### src/rtl/cycle_counter_bank.sv
// Bank of independent start/stop/clear cycle counters with a shared terminal count,
// optional auto-stop on hit, and wrap or saturate overflow handling.
module cycle_counter_bank #(
    parameter int WIDTH     = 8,
    parameter int CHANNELS  = 4,
    parameter int AUTO_STOP = 1
) (
    input  logic                      clk,
    input  logic                      rst,
    input  logic [CHANNELS-1:0]       start,
    input  logic [CHANNELS-1:0]       stop,
    input  logic [CHANNELS-1:0]       clear,
    input  logic [WIDTH-1:0]          limit,
    input  logic                      sat_mode,
    output logic [CHANNELS*WIDTH-1:0] res,
    output logic [CHANNELS-1:0]       running,
    output logic [CHANNELS-1:0]       hit,
    output logic [CHANNELS-1:0]       ovf
);

    localparam logic [WIDTH-1:0] MAX_VAL = '1;

    logic [CHANNELS-1:0][WIDTH-1:0] val_q, val_d;
    logic [CHANNELS-1:0]            run_q, run_d;
    logic [CHANNELS-1:0]            hit_q, hit_d;
    logic [CHANNELS-1:0]            ovf_q, ovf_d;

    always_comb begin
        val_d = val_q;
        run_d = run_q;
        hit_d = '0;
        ovf_d = ovf_q;
        for (int i = 0; i < CHANNELS; i++) begin
            if (clear[i]) begin
                val_d[i] = '0;
                run_d[i] = 1'b0;
                ovf_d[i] = 1'b0;
            end else if (stop[i]) begin
                run_d[i] = 1'b0;
            end else if (!run_q[i]) begin
                if (start[i]) begin
                    run_d[i] = 1'b1;
                end
            end else if (val_q[i] == MAX_VAL) begin
                // Wrapping lands on 0, which can never equal a nonzero limit.
                ovf_d[i] = 1'b1;
                if (!sat_mode) begin
                    val_d[i] = '0;
                end
            end else begin
                val_d[i] = val_q[i] + 1'b1;
                if ((limit != '0) && (val_d[i] == limit)) begin
                    hit_d[i] = 1'b1;
                    if (AUTO_STOP != 0) begin
                        run_d[i] = 1'b0;
                    end
                end
            end
        end
    end

    always_ff @(posedge clk or negedge rst) begin
        if (!rst) begin
            val_q <= '0;
            run_q <= '0;
            hit_q <= '0;
            ovf_q <= '0;
        end else begin
            val_q <= val_d;
            run_q <= run_d;
            hit_q <= hit_d;
            ovf_q <= ovf_d;
        end
    end

    assign res     = val_q;
    assign running = run_q;
    assign hit     = hit_q;
    assign ovf     = ovf_q;

endmodule

### config.mk
export PLATFORM = sky130hd
export DESIGN_NAME = cycle_counter_bank
export DESIGN_NICKNAME = d
export VERILOG_FILES = /design/src/rtl/cycle_counter_bank.sv
export SDC_FILE = /design/constraint.sdc
export NUM_CORES = 1
export LEC_CHECK = 0
export ABC_AREA = 1
export BUFFER_PORTS_ARGS = -buffer_cell sky130_fd_sc_hd__buf_2
export CAP_MARGIN = 20
export CELL_PAD_IN_SITES_DETAIL_PLACEMENT = 0
export CELL_PAD_IN_SITES_GLOBAL_PLACEMENT = 1
export CORE_MARGIN = 1.5
export CORE_UTILIZATION = 43
export CTS_BUF_LIST = sky130_fd_sc_hd__clkbuf_2
export DETAILED_ROUTE_END_ITERATION = 10
export PLACE_DENSITY = 0.88
export SYNTH_ARGS = -nofsm -noshare
export SYNTH_HDL_FRONTEND = slang
export SYNTH_SLANG_ARGS = --single-unit
### constraint.sdc
create_clock -name clk -period 2.65 [get_ports clk]
set_input_delay 0.1325 -clock clk [delete_from_list [all_inputs] [get_ports clk]]
set_output_delay 0.1325 -clock clk [all_outputs]
set_load 0.005 [all_outputs]
==> results.md <==
- Synthesized area: 3130 µm²
- Synth area leader: dfrtp_1
- FMAX: 536 MHz
- Top cell type's share of synthesized area: 0.351
- Die Y: 88.4 µm
- Detail Route Antenna Nets: 0
- CORE AREA: 6910 µm²
- Fraction of layout cells with a size suffix above 1: 0.194
- Latest clock arrival within the worst-skew pair: 430 ps
- Proportion of synthesized area in mux cells: 0
- Routed WL: 9.03 mm
- TNS Setup: 0 ps
- Final hold viol count: 0
- Syn nets: 502
- Synth cell types: 33
- Synth Area in Adders: 0.0160
- Fin crit period: 1870 ps
- RSZ-0062 raised after global routing: false
- Slowest stage cell, crit path: dfrtp_1
- First-pass iteration count of the detailed router: 4
- Max-cap violations: 0
- Crit path capture type: register
- Placed Cells: 633
- Clock sink count: 44
- Path depth of the worst reg2reg path: 10
- Final Setup Violations: 0
- Port Buf Inserts: 66
- N_diodes: 0
- Clock tree root buffer cell: clkbuf_2
- Fin crit share: 0.704
- Setup crit start kind: register
- H-tree levels: 2
- Logic pwr share: 0.139
- Die width: 88.4 µm
- CP max FO: 10
- Nets: 584
- Mean number of vias per cell: 5.12
- Synth area leaders: dfrtp_1, nand2_1, nand3_1
- Final Max Slew Viols: 0
- CTS tree: done
- Status: finished clean
- Critical path's most frequent cell: nor2_1
- Final setup margin: 785 ps
- CP Cell Sequence: ha_1, inv_1, a21oi_1, nand3_1, nor2_1, nand2_1, nor2_1, nand3_1, nor2_1, nor2_1
- Vias: 3351
- Syn avg cell area: 6.60 µm²
- Post-Syn Instances: 475
- Finished Core Util: 0.545
- Clk_skew: 30.0 ps
- Area grow syn2layout: 20.2%
- YS warnings: 0
- Clk slew on worst S/H paths: 230 ps
- Row count: 30
- Antenna violations before repair: 0
- Hold_buf cts: 12
- DIE AREA: 7810 µm²
- Synth Area in Compound Gates: 0.111
- Drt wl/cell: 13.8 µm
- Crit path kind: reg -> reg
- Global-route wire length before repair: 15.1 mm
- Max incr delay on CP: 550 ps
- Largest net degree at the start of global routing: 45
- Routability cong.: 0.919
- Grt ovf: 0
- Combinational family with the most area after synthesis: simple AND/OR/NAND/NOR gates
- Clock share of power: 0.314
- CP Data Required Time: 2980 ps
- Leakage power: 1.92 nW
- WHS Path Cells: 5
- Iter 0 DRT Violations: 130
- Internal power: 907 µW
- Sw Share: 0.286
- Resize count post-CTS: 0
- Setup repair bufs after CTS: 0
- Ports: 67
- Arrival time at the worst endpoint: 2190 ps
- Max-Slew Margin vs Limit: 0.688
- Hpwl dp: 6.78 mm
- Power Total: 1.27 mW
- Sw power: 363 µW
- Starting Density: 0.454
- Sequential element share of the synthesized area: 0.351
- Non-Filler Instances: 654
- Power per cell area: 337 nW/µm²
- Placement Setup Slack: 831 ps
- Vias in the first global route: 3188
- Peak VDD IR: 244 µV
- DR DRC count: 0
- Min-Delay Path Class: in -> reg
- Seq pwr share: 0.547
- Total CTS buffers: 5
- GRT Util Overall: 0.251
- Deepest clock path buffer count: 2
- Synthesis-stage register bit count: 44
- Simple-gate share of the synthesized area: 0.431
- Synth Area in XOR/XNOR: 0.00280
- Slew at the pin closest to its max-slew limit: 468 ps
layer usage:
metal,GRT usage,wire length [µm]
met5,0,0
met4,0.0767,131
met3,0.0392,458
met2,0.428,4360
met1,0.328,4080
cell usage after synthesis, drive strengths merged:
master / count
nand2: 160
inv: 66
nand3: 66
nor2: 56
dfrtp: 44
o21ai: 32
nand4: 14
a21oi: 12
o22ai: 6
buf: 4
ha: 4
nor3: 3
or2: 2
a21boi: 1
clkinv: 1
o211ai: 1
o21bai: 1
o31ai: 1
xor2: 1
power by group through the flow:
stage	combinational [mW]	clock (mW)	sequential [mW]
global route	0.198	0.431	0.697
global placement	0.159	0	0.705
finish	0.177	0.398	0.695
CTS	0.174	0.409	0.695
floorplan	0.0837	0	0.702
detailed placement	0.160	0	0.706
worst max-delay path: cells and delay by family (launching register included):
| kind | cells | cell delay, ps |
|---|---|---|
| buffers and inverters | 1 | 70 |
| DFF | 1 | 550 |
| and+or+nand+nor | 7 | 650 |
| AOI/OAI and AO/OA | 1 | 140 |
| adders and majority gates | 1 | 370 |
cells by family after synthesis:
| group | Yosys count |
|---|---|
| XOR/XNOR | 1 |
| buffers and inverters | 71 |
| flip-flops | 44 |
| adder cells (fa/ha/maj) | 4 |
| AO/OA/AOI/OAI | 54 |
| AND/OR/NAND/NOR | 301 |
per-stage QoR:
step / hold slack, ps / cell area [µm²]
2_1_floorplan: -163 / 3130
3_3_place_gp: 315 / 3560
3_5_place_dp: 324 / 3560
4_1_cts: 6.92 / 3750
5_1_grt: 15.1 / 3770
6_report: 37.9 / 3770
flip-flops by register name, indices dropped and copies added (netlist names):
| signal | count |
|---|---|
| ovf | 4 |
| running | 4 |
| res | 32 |
| hit | 4 |
layout by cell type, fill, tap and decap left out, types with 6 or more instances in the layout:
| cell | count |
|---|---|
| a21oi_1 | 11 |
| buf_2 | 66 |
| clkbuf_2 | 6 |
| dfrtp_1 | 44 |
| dlygate4sd3_1 | 12 |
| inv_1 | 61 |
| nand2_1 | 153 |
| nand3_1 | 65 |
| nand4_1 | 13 |
| nor2_1 | 48 |
| o21ai_0 | 13 |
| o21ai_1 | 13 |
layout make-up:
cell class                 instances  area (µm²)
clock buffer                       6        30.0
multi-input combinational        360        1760
tap                               96         120
clock inverter                     2        35.0
fill                             738        3140
sequential                        44        1100
inverter                          67         253
timing repair buffer              79         470
final timing paths:
check,start,end,slack (ps)
max,res[0],running[0],780
min in group asynchronous,rst,res[20],130
max reg2reg,res[0],running[0],780
max in group asynchronous,rst,res[11],1990
min reg2reg,ovf[1],ovf[1],520
min,start[1],running[1],40
No activity file was read; power rests on OpenSTA's default activity.
